File: src/rtl/zoom_controller.sv
// zoom_controller: command FSM that runs one scaling engine, tracks the signed zoom step and flips the ping-pong buffer; RUN watchdog only when ZOOM_CTRL_TIMEOUT_EN is defined.
// Latency: accept edge to done pulse is 2 cycles for NOP/reset-zoom; engine ops add their RUN cycles (at least 2).
// Backpressure: cmd_ready is high only in IDLE, so no further command is taken until the current one has committed or failed.
module zoom_controller #(
  parameter int MAX_LEVEL      = 2,
  parameter int TIMEOUT_CYCLES = 131072
) (
  input  logic              clk,
  input  logic              reset_n,
  input  logic              cmd_valid,
  input  logic [2:0]        cmd_op,
  output logic              cmd_ready,
  output logic              eng_enable,
  output logic [1:0]        eng_sel,
  input  logic              eng_done,
  output logic              busy,
  output logic              done,
  output logic              error,
  output logic signed [2:0] zoom_level,
  output logic              buf_sel
);

  typedef enum logic [2:0] {IDLE, CHECK, RUN, COMMIT, FAIL} state_t;

  localparam logic [2:0] OP_NOP      = 3'd0;
  localparam logic [2:0] OP_IN_REP   = 3'd1;
  localparam logic [2:0] OP_IN_NEAR  = 3'd2;
  localparam logic [2:0] OP_OUT_DEC  = 3'd3;
  localparam logic [2:0] OP_OUT_AVG  = 3'd4;
  localparam logic [2:0] OP_RESET    = 3'd5;

  localparam logic signed [2:0] ZMAX = 3'(MAX_LEVEL);
  localparam logic signed [2:0] ZMIN = 3'(-MAX_LEVEL);

  state_t            state_q, state_d;
  logic [2:0]        op_q;
  logic              ready_q;
  logic              en_q;
  logic [1:0]        sel_q;
  logic              done_q;
  logic              err_q;
  logic signed [2:0] zoom_q;
  logic              buf_q;
  logic              first_q;   // first RUN cycle: eng_done may still be a stale level

  logic accept;
  logic op_is_in;
  logic op_is_out;
  logic op_illegal;

  assign accept     = cmd_valid && ready_q;
  assign op_is_in   = (op_q == OP_IN_REP)  || (op_q == OP_IN_NEAR);
  assign op_is_out  = (op_q == OP_OUT_DEC) || (op_q == OP_OUT_AVG);
  assign op_illegal = (op_q > OP_RESET);

`ifdef ZOOM_CTRL_TIMEOUT_EN
  localparam int WD_W = $clog2(TIMEOUT_CYCLES) + 1;
  logic [WD_W-1:0] wd_q;

  // Watchdog: counts RUN cycles, restarting from zero on every RUN entry.
  always_ff @(posedge clk or negedge reset_n) begin
    if (!reset_n) begin
      wd_q <= '0;
    end else if (state_d == RUN && state_q != RUN) begin
      wd_q <= '0;
    end else if (state_q == RUN) begin
      wd_q <= wd_q + 1'b1;
    end
  end
`else
  localparam int unused_timeout = TIMEOUT_CYCLES;
`endif

  // Next-state logic: legality check, engine wait, commit/fail back to IDLE.
  always_comb begin
    state_d = state_q;
    case (state_q)
      IDLE:   if (accept) state_d = CHECK;
      CHECK: begin
        if (op_illegal || (op_is_in && zoom_q == ZMAX) || (op_is_out && zoom_q == ZMIN)) begin
          state_d = FAIL;
        end else if (op_q == OP_NOP || op_q == OP_RESET) begin
          state_d = COMMIT;
        end else begin
          state_d = RUN;
        end
      end
      RUN: begin
        if (!first_q && eng_done) begin
          state_d = COMMIT;
`ifdef ZOOM_CTRL_TIMEOUT_EN
        end else if (wd_q == WD_W'(TIMEOUT_CYCLES - 1)) begin
          state_d = FAIL;
`endif
        end
      end
      COMMIT: state_d = IDLE;
      FAIL:   state_d = IDLE;
      default: state_d = IDLE;
    endcase
  end

  // State and registered outputs; zoom/buffer/done/error update on the edge leaving COMMIT or FAIL.
  always_ff @(posedge clk or negedge reset_n) begin
    if (!reset_n) begin
      state_q <= IDLE;
      op_q    <= OP_NOP;
      ready_q <= 1'b0;
      en_q    <= 1'b0;
      sel_q   <= 2'd0;
      done_q  <= 1'b0;
      err_q   <= 1'b0;
      zoom_q  <= 3'sd0;
      buf_q   <= 1'b0;
      first_q <= 1'b0;
    end else begin
      state_q <= state_d;
      ready_q <= (state_d == IDLE);
      en_q    <= (state_d == RUN);
      first_q <= (state_d == RUN) && (state_q != RUN);
      done_q  <= (state_q == COMMIT);
      if (accept) begin
        op_q  <= cmd_op;
        err_q <= 1'b0;
        sel_q <= (cmd_op >= OP_IN_REP && cmd_op <= OP_OUT_AVG) ? 2'(cmd_op - 3'd1) : 2'd0;
      end else if (state_q == FAIL) begin
        err_q <= 1'b1;
      end
      if (state_q == COMMIT) begin
        if (op_is_in) begin
          zoom_q <= zoom_q + 3'sd1;
          buf_q  <= ~buf_q;
        end else if (op_is_out) begin
          zoom_q <= zoom_q - 3'sd1;
          buf_q  <= ~buf_q;
        end else if (op_q == OP_RESET) begin
          zoom_q <= 3'sd0;
        end
      end
    end
  end

  assign cmd_ready  = ready_q;
  assign eng_enable = en_q;
  assign eng_sel    = sel_q;
  assign busy       = (state_q != IDLE);
  assign done       = done_q;
  assign error      = err_q;
  assign zoom_level = zoom_q;
  assign buf_sel    = buf_q;

endmodule

File: config.mk
export PLATFORM = sky130hd
export DESIGN_NAME = zoom_controller
export DESIGN_NICKNAME = d
export VERILOG_FILES = /design/src/rtl/zoom_controller.sv
export SDC_FILE = /design/constraint.sdc
export NUM_CORES = 1
export LEC_CHECK = 0
export ABC_AREA = 1
export BUFFER_PORTS_ARGS = -buffer_cell sky130_fd_sc_hd__buf_2
export CAP_MARGIN = 20
export CORE_MARGIN = 3
export CORE_UTILIZATION = 25
export DETAILED_ROUTE_END_ITERATION = 12
export GPL_ROUTABILITY_DRIVEN = 0
export MAX_ROUTING_LAYER = met4
export SYNTH_ARGS = -nofsm -noshare
export SYNTH_HDL_FRONTEND = slang
export SYNTH_SLANG_ARGS = --single-unit
export TNS_END_PERCENT = 50
File: constraint.sdc
create_clock -name clk -period 1.8 [get_ports clk]
set_input_delay 0.09 -clock clk [delete_from_list [all_inputs] [get_ports clk]]
set_output_delay 0.09 -clock clk [all_outputs]
set_load 0.01 [all_outputs]
# After elaboration in Yosys (flattened, before gate mapping)
# Index checks and enable logic that the tools add are counted.
[word_totals]
word_cells = 64
in_bits = 7
out_inout_bits = 11
reg_bits = 17
[op_classes]
n_bitwise = 1
reduce_logical = 21
mux = 13
n_eq_ne = 13
add_sub_neg = 3
magnitude_cmp = 3
[ops]
columns = ["operator", "count"]
rows = [
  ["$eq 3x2->1 const B", 6],
  ["$mux 3", 6],
  ["$eq 3x3->1 const B", 4],
  ["$logic_not 3->1", 3],
  ["$pmux 3 s3", 1],
  ["$eq 3x1->1 const B", 2],
  ["$logic_and 1x1->1", 6],
  ["$reduce_bool 3->1", 2],
  ["$logic_or 1x1->1", 5],
  ["$mux 1", 5],
  ["$reduce_and 2->1", 2],
  ["$reduce_bool 2->1", 2],
  ["$add 3x2->3 const B", 1],
  ["$ge 3x1->1 const B", 1],
  ["$gt 3x3->1 const B", 1],
  ["$le 3x3->1 const B", 1],
  ["$ne 3x2->1 const B", 1],
  ["$sub 3x2->3 const B", 1],
  ["$mux 2", 1],
  ["$sub 2x1->2 const B", 1],
  ["$logic_not 1->1", 1],
  ["$not 1->1", 1],
]

# Longest topological paths before layout
# Gate-level depths: netlist of run 1.
[logic_depth]
depth_word = 9
ltp_mapped = 8
mapped_depth_nobuf = 8

# Worst setup path after synthesis of run 1
# OpenSTA, ideal clock, no wires.
[synth_path]
kind = "register -> register"
from = "register zoom_q[0], in the netlist zoom_level[0]"
to = "register en_q, in the netlist eng_enable"
t_required_ps = 1723
stages_incl_launch_ff = 8
setup_slack_ps = 585
t_arrival_ps = 1138
setup_ps = 77
path_buffers = 0
period_less_slack_ps = 1215
path_cell_list = "dfrtp_1 > inv_1 > ha_1 > inv_1 > nor2_1 > nand3_1 > nand4_2 > a21oi_1"
[synth_via]
elab_chain_len = 7
word_cells_on_any_way = 9
classes_between = "eq/ne: 3; mux: 2; reduce/logical: 4"
[synth_rtl]
columns = ["item", "line_no", "rtl"]
rows = [
  ["start, declared", "42", "logic signed [2:0] zoom_q;"],
  ["start signal, assigned", "131", "zoom_q <= zoom_q + 3'sd1;"],
  ["start signal, assigned", "134", "zoom_q <= zoom_q - 3'sd1;"],
  ["$eq 3x3->1", "80", "if (op_illegal || (op_is_in && zoom_q == ZMAX) || (op_is_out && zoom_q == ZMIN)) begin"],
  ["$logic_and 1x1->1", "80", ""],
  ["$logic_or 1x1->1", "80", ""],
  ["$logic_or 1x1->1 *", "80", ""],
  ["$mux 3 *", "80", ""],
  ["$pmux 3 s3 *", "77", "case (state_q)"],
  ["$eq 3x2->1 *", "119", "en_q <= (state_d == RUN);"],
  ["end signal, assigned", "119", ""],
  ["end, declared", "38", "logic en_q;"],
]
# Every way passes the cells marked *; elsewhere a longest branch is shown, timed or not.
# A chain may end at the register's enable or synchronous reset.

# Final worst setup path of run 1
[layout_path]
from = "register state_q[1]"
to = "output port busy"
[layout_via]
elab_chain_len = 1
[layout_rtl]
columns = ["item", "line_no", "rtl"]
rows = [
  ["start, declared", "35", "state_t state_q, state_d;"],
  ["start signal, assigned", "117", "state_q <= state_d;"],
  ["$reduce_bool 3->1", "146", "assign busy = (state_q != IDLE);"],
  ["end, declared", "16", "output logic busy,"],
]
# Every way passes these cells.

==> results_dict.tcl, run 1 <==
set metrics [dict create \
    run_status "complete, no violations" \
    final_nets 141 \
    h-tree-depth 1 \
    clk_path_buf_depth 2 \
    final.setup_skew_ns 0.00483 \
    netlist.area_leader.share_pct 46.3 \
    synth_flop_cell "dfrtp_1" \
    final_layout_size_suffix_gt1_share_pct 27.3 \
    grt_first_pass_wirelength_um 3150 \
    slew_headroom_pct 74.7 \
    switching_share_pct 43.7 \
    drcViolationCount 0 \
    power_switching_uw 799 \
    synth_cells 107 \
    dieWidth_um 66.7 \
    wl_um 1770 \
    fill_cells 356 \
    power-per-cell-area_mw_per_mm2 1640 \
    synth.top_cells.by_area "dfrtp_1 (46%), nand2_1 (11%), ha_1 (6.8%)" \
    post_synth_arst_share_pct 100 \
    cts_tree "built" \
    avgViaCountPerCell 4.29 \
    total_leakage_power_nw 0.605 \
    worst_ep_arrival_time_ns 1.19 \
    cts.sinks 17 \
    grt_pass1_vias 739 \
    grt_start_max_net_pins 18 \
    syn_area_sq_um 920 \
    globalRouteOverflowTotal 0 \
    syn-num-nets 119 \
    numCtsBuffers 3 \
    clkSlewWorstSetupHoldPaths_ns 0.07 \
    cap_violations 0 \
    syn_avg_cell_area_sq_um 8.59 \
    io_port_bufs 17 \
    dr.first_iter.drc_count 18 \
    final_critical_period_ns 1.28 \
    highest_achievable_clock_rate_mhz 781 \
    antenna-diode-count 0 \
    power.clock.fraction_pct 16.3 \
    floorplan.rows 21 \
    worst_hold_path_type "in2reg" \
    clkLatencyLatePin_ns 0.26 \
    critPathLaunchType "register" \
    yosysWarningCount 0 \
    firstDrtPassIters 4 \
    grt_util_all_layers_pct 9.91 \
    tightestPinTransition_ns 0.379 \
    worst_ep_required_ns 1.71 \
    yosysSeqAreaShare_pct 46.3 \
    dieArea_sq_mm 0.00444 \
    vdd_drop_max_mv 0.456 \
    crit_fanout 4 \
    synth_edf_count 0 \
    seq_power_share_pct 38.5 \
    fp.dieH_um 66.7 \
    ys_seq_elements 17 \
    setup_tns_ns 0 \
    power_frac_comb_pct 45.2 \
    worstSetupEndpointType "primary output" \
    synth_top_area_cell "dfrtp_1" \
    finalHoldWorstSlack_ns 0.0546 \
    clockRootBuffer "clkbuf_8" \
    setup_viol_count_final 0 \
    yosys-top-cells-count "nand2_1 (26), dfrtp_1 (17), inv_1 (13), nor2_1 (7)" \
    antenna_found_initial 0 \
    area_overhead_vs_synth_pct 21.2 \
    finalMaxSlewViolations 0 \
    grt_setup_unrepaired "false" \
    worst-setup-path-type "reg2out" \
    via_count 747 \
    post-route-period-util_pct 71.2 \
    initial_utilization_pct 26.7 \
    antenna_violating_nets_post_route 0 \
    intPower_mw 1.03 \
    synth.distinct_cells 22 \
    hold_violations 0 \
    routed_wire_length_per_instance_um 10.2 \
    ios 18 \
    yosys.cell_count.top_type "nand2_1" \
    design.core.area_sq_mm 0.00344 \
    detailed_place_hpwl_um 1400 \
]
-- registers in the layout, summed over array words and instances, names as in the netlist --
signal      count
buf_sel         1
cmd_ready       1
done            1
eng_enable      1
eng_sel         2
error           1
first_q         1
op_q            3
state_q         3
zoom_level      3
-- what timing repair did --
action                                 4_1_cts  5_1_grt
hold buffers                                 1        0
setup endpoints to repair                    0        0
resized for setup                            0        0
setup buffers                                0        0
endpoints found under the hold margin       17        0
-- power by group through the flow --
stage | registers, mW | logic [mW] | clock network (mW)
6_report | 0.705 | 0.827 | 0.298
5_1_grt | 0.735 | 0.958 | 0.323
4_1_cts | 0.707 | 0.845 | 0.307
3_5_place_dp | 0.712 | 0.842 | 0
3_3_place_gp | 0.703 | 0.809 | 0
2_1_floorplan | 0.736 | 0.562 | 0
-- cell usage in the layout, fill, tap and decap left out, types with 4 or more instances in the layout --
| cell | netlist | layout |
|---|---|---|
| nand3_1 | 6 | 6 |
| ha_1 | 5 | 5 |
| nand2_1 | 26 | 26 |
| buf_2 | 0 | 17 |
| nor2_1 | 7 | 7 |
| inv_2 | 4 | 4 |
| o21ai_0 | 6 | 6 |
| inv_1 | 13 | 13 |
| dfrtp_1 | 17 | 17 |
-- area by class of cell --
type                            count  area, sq um  share of cell area (%)
Inverter                           17         63.8                    5.72
Timing Repair Buffer               18         95.1                    8.53
Clock buffer                        3         41.3                    3.70
Clock inverter                      1         5.00                   0.449
Tap cell                           46         57.6                    5.16
Sequential cell                    17          425                    38.2
Multi-Input combinational cell     72          427                    38.3
-- final timing paths --
| kind | from | end | slack (ns) | depth (start not counted) |
|---|---|---|---|---|
| max in group asynchronous | reset_n | op_q[1] | 1.25 | 2 |
| min in group asynchronous | reset_n | op_q[0] | 0.27 | 2 |
| worst max-delay path | state_q[1] | busy | 0.52 | 5 |
| worst max register to register | zoom_level[0] | eng_enable | 0.55 | 7 |
| worst min-delay path | cmd_op[0] | eng_sel[0] | 0.05 | 2 |
| worst min register to register | buf_sel | buf_sel | 0.47 | 1 |
-- worst max-delay path: stages, from the launching register on --
cell	delay (ns)
dfrtp_1	0.41
inv_2	0.12
nand2_1	0.08
nor2_1	0.12
inv_1	0.05
buf_2	0.13
-- kinds of logic (layout without fill, tap and decap cells) --
logic type | after synthesis | count (layout) | share of synthesized area (%)
buffers and inverters | 18 | 39 | 7.35
and+or+nand+nor | 49 | 49 | 27.5
xor gates and xnor gates | 3 | 3 | 2.86
AOI/OAI and AO/OA | 15 | 15 | 9.25
adders and majority gates | 5 | 5 | 6.80
DFF | 17 | 17 | 46.3
-- layer usage --
metal | vias up | share of wire, % | GRT usage, %
met5 | - | 0 | -
met4 | 0 | 3.6 | 6.85
met2 | 16 | 45 | 14.7
li1 | 383 | - | -
met3 | 5 | 4.2 | 2.53
met1 | 343 | 47 | 11.7
-- per-stage QoR --
| stage | setup slack (ns) | cells | util [%] | total power [mW] | cell area, sq um |
|---|---|---|---|---|---|
| global route | 0.370 | 174 | 32.4 | 2.02 | 1110 |
| floorplan | 0.585 | 107 | - | 1.30 | 920 |
| CTS | 0.502 | 174 | 32.4 | 1.86 | 1110 |
| detailed placement | 0.546 | 169 | 30.8 | 1.55 | 1060 |
| global placement | 0.592 | 169 | 30.8 | 1.51 | 1060 |
| finish | 0.519 | 174 | 32.4 | 1.83 | 1110 |
No activity file was read; power rests on OpenSTA's default activity.
==> run 2, diff against run 1 <==
--- a/config.mk
+++ b/config.mk
@@ -5,7 +5,7 @@
 export SDC_FILE = /design/constraint.sdc
 export NUM_CORES = 1
 export LEC_CHECK = 0
-export ABC_AREA = 1
+export ABC_AREA = 0
 export BUFFER_PORTS_ARGS = -buffer_cell sky130_fd_sc_hd__buf_2
 export CAP_MARGIN = 20
 export CORE_MARGIN = 3
==> constraint.sdc (replaced) <==
create_clock -name clk -period 1.1 [get_ports clk]
set_input_delay 0.055 -clock clk [delete_from_list [all_inputs] [get_ports clk]]
set_output_delay 0.055 -clock clk [all_outputs]
set_load 0.01 [all_outputs]
==> results_dict.tcl, run 2 <==
set metrics [dict create \
    run_status "finished with violations" \
    violations "setup timing" \
    finalHoldWorstSlack_ns 0.0346 \
    grt_setup_unrepaired "true" \
    yosysSeqAreaShare_pct 41.1 \
    worstSetupEndpointType "register" \
    synth_top_area_cell "dfrtp_1" \
    synth.top_cells.by_area "dfrtp_1 (41%), ha_1 (6.0%), nand2_1 (4.0%)" \
    globalRouteOverflowTotal 0 \
    synth_cells 105 \
    worst_ep_required_ns 1.25 \
    dr.first_iter.drc_count 13 \
    routed_wire_length_per_instance_um 13.5 \
    yosys-top-cells-count "dfrtp_1 (17), nand2_1 (11), a21oi_1 (7), inv_1 (6)" \
    cap_violations 0 \
    final_cell_area_sq_mm 0.00150 \
    io_port_bufs 17 \
    syn_avg_cell_area_sq_um 9.85 \
    clk_path_buf_depth 2 \
    synth_edf_count 0 \
    floorplan.rows 22 \
    yosysWarningCount 0 \
    worst_hold_path_type "in2reg" \
    power-per-cell-area_mw_per_mm2 2670 \
    clockRootBuffer "clkbuf_8" \
    tightestPinTransition_ns 0.401 \
    firstDrtPassIters 4 \
    grt_first_pass_wirelength_um 4600 \
    wl_um 2630 \
    layout_setup_ws_ns -0.356 \
    fp.dieH_um 70.3 \
    initial_utilization_pct 27.0 \
    ys_seq_elements 17 \
    avgViaCountPerCell 4.92 \
    vdd_drop_max_mv 1.17 \
    fill_cells 369 \
    layout_common_cells "buf_4 (23), buf_2 (16), dfrtp_1 (12)" \
    synth.distinct_cells 41 \
    post-route-period-util_pct 132 \
    grt_util_all_layers_pct 11.7 \
    dieWidth_um 70.3 \
    mostFrequentLayoutCell "buf_4" \
    post_synth_arst_share_pct 100 \
    syn_area_sq_mm 0.00103 \
    dieArea_sq_mm 0.00495 \
    area_overhead_vs_synth_pct 44.6 \
    worst-setup-path-type "reg2reg" \
    final_layout_size_suffix_gt1_share_pct 51.7 \
    h-tree-depth 1 \
    hold_violations 0 \
    ios 18 \
    detailed_place_hpwl_um 1910 \
    final.setup_skew_ns 0.00288 \
    netlist.area_leader.share_pct 41.1 \
    clkSlewWorstSetupHoldPaths_ns 0.07 \
    drcViolationCount 0 \
    antenna_found_initial 0 \
    final_critical_period_ns 1.46 \
    total_leakage_power_nw 0.706 \
    final_nets 160 \
    slew_headroom_pct 73.3 \
    syn-num-nets 117 \
    critPathLaunchType "register" \
    highest_achievable_clock_rate_mhz 687 \
    instance_area_after_placement_sq_mm 0.00133 \
    numCtsBuffers 3 \
    setup_viol_count_final 10 \
    crit_fanout 4 \
    design.core.area_sq_mm 0.00383 \
    via_count 960 \
    worst_ep_arrival_time_ns 1.60 \
    cts_tree "built" \
    grt_start_max_net_pins 18 \
    synth_flop_cell "dfrtp_1" \
    finalMaxSlewViolations 0 \
    antenna_violating_nets_post_route 0 \
    clkLatencyLatePin_ns 0.25 \
    cts.sinks 17 \
    grt_pass1_vias 1033 \
    antenna-diode-count 0 \
    yosys.cell_count.top_type "dfrtp_1" \
]
run 2: worst paths after layout:
check / slack, ns / start / to / cells after the start
max: -0.36 / zoom_level[1] / zoom_level[1] / 5
max in group asynchronous: 0.54 / reset_n / zoom_level[1] / 2
min in group asynchronous: 0.26 / reset_n / error / 2
min reg2reg: 0.46 / buf_sel / buf_sel / 1
max reg2reg: -0.36 / zoom_level[1] / zoom_level[1] / 5
min: 0.03 / cmd_op[0] / eng_sel[0] / 2
run 2: report_power, final:
group	leakage (nW)	total [mW]	switching, mW	internal, mW
Combinational	0.470	2.26	1.04	1.22
Sequential	0.210	1.25	0.362	0.890
Clock	0.0255	0.484	0.232	0.252
Total	0.706	4.00	1.63	2.36
run 2: through the flow:
stage	total power, mW	cells	util, %	setup WS, ns	TNS (ns)
3_5_place_dp	3.21	186	34.8	-0.394	-2.74
5_1_grt	4.31	195	39.1	-0.421	-3.03
6_report	4.00	195	39.1	-0.356	-2.35
2_1_floorplan	2.39	105	-	-0.386	-1.90
3_3_place_gp	3.10	186	34.8	-0.343	-2.31
4_1_cts	3.96	195	38.8	-0.347	-2.39
run 2: worst max-delay path: stages, from the launching register on:
cell and delay [ns]:
dfrtp_2 0.44, inv_2 0.09, ha_4 0.21, or4b_4 0.49, o221ai_2 0.08, a21oi_2 0.04
run 2: cells by family after synthesis:
kind of cell / Yosys count / synth area share, %
flip-flops: 17 / 41.1
multiplexers: 4 / 3.99
AND/OR/NAND/NOR: 41 / 24.5
buffers and inverters: 12 / 6.65
adder cells (fa/ha/maj): 5 / 6.05
XOR/XNOR: 2 / 1.69
AO/OA/AOI/OAI: 24 / 16.0
run 2: layer usage:
| metal | global-route usage [%] | wire, um | vias up |
|---|---|---|---|
| li1 | - | - | 457 |
| met1 | 14.2 | 1160 | 477 |
| met2 | 19.1 | 1340 | 20 |
| met3 | 2.30 | 65 | 6 |
| met4 | 4.47 | 51 | 0 |
| met5 | - | 0 | - |
run 2: cell type report:
class / count / area, sq um / area share, %
multi-input combinational: 76 / 629 / 42.1
sequential: 17 / 432 / 28.8
clock buffer: 3 / 41.3 / 2.76
clock inverter: 1 / 5.00 / 0.334
tap: 48 / 60.1 / 4.01
timing repair buffer: 44 / 307 / 20.5
inverter: 6 / 22.5 / 1.51
run 2: repair_timing:
action	4_1_cts	5_1_grt
endpoints found under the hold margin	18	0
buffers inserted	3	0
pin swaps	2	5
gates resized for setup	16	2
hold buffers	2	0
endpoints found under the setup margin	10	11
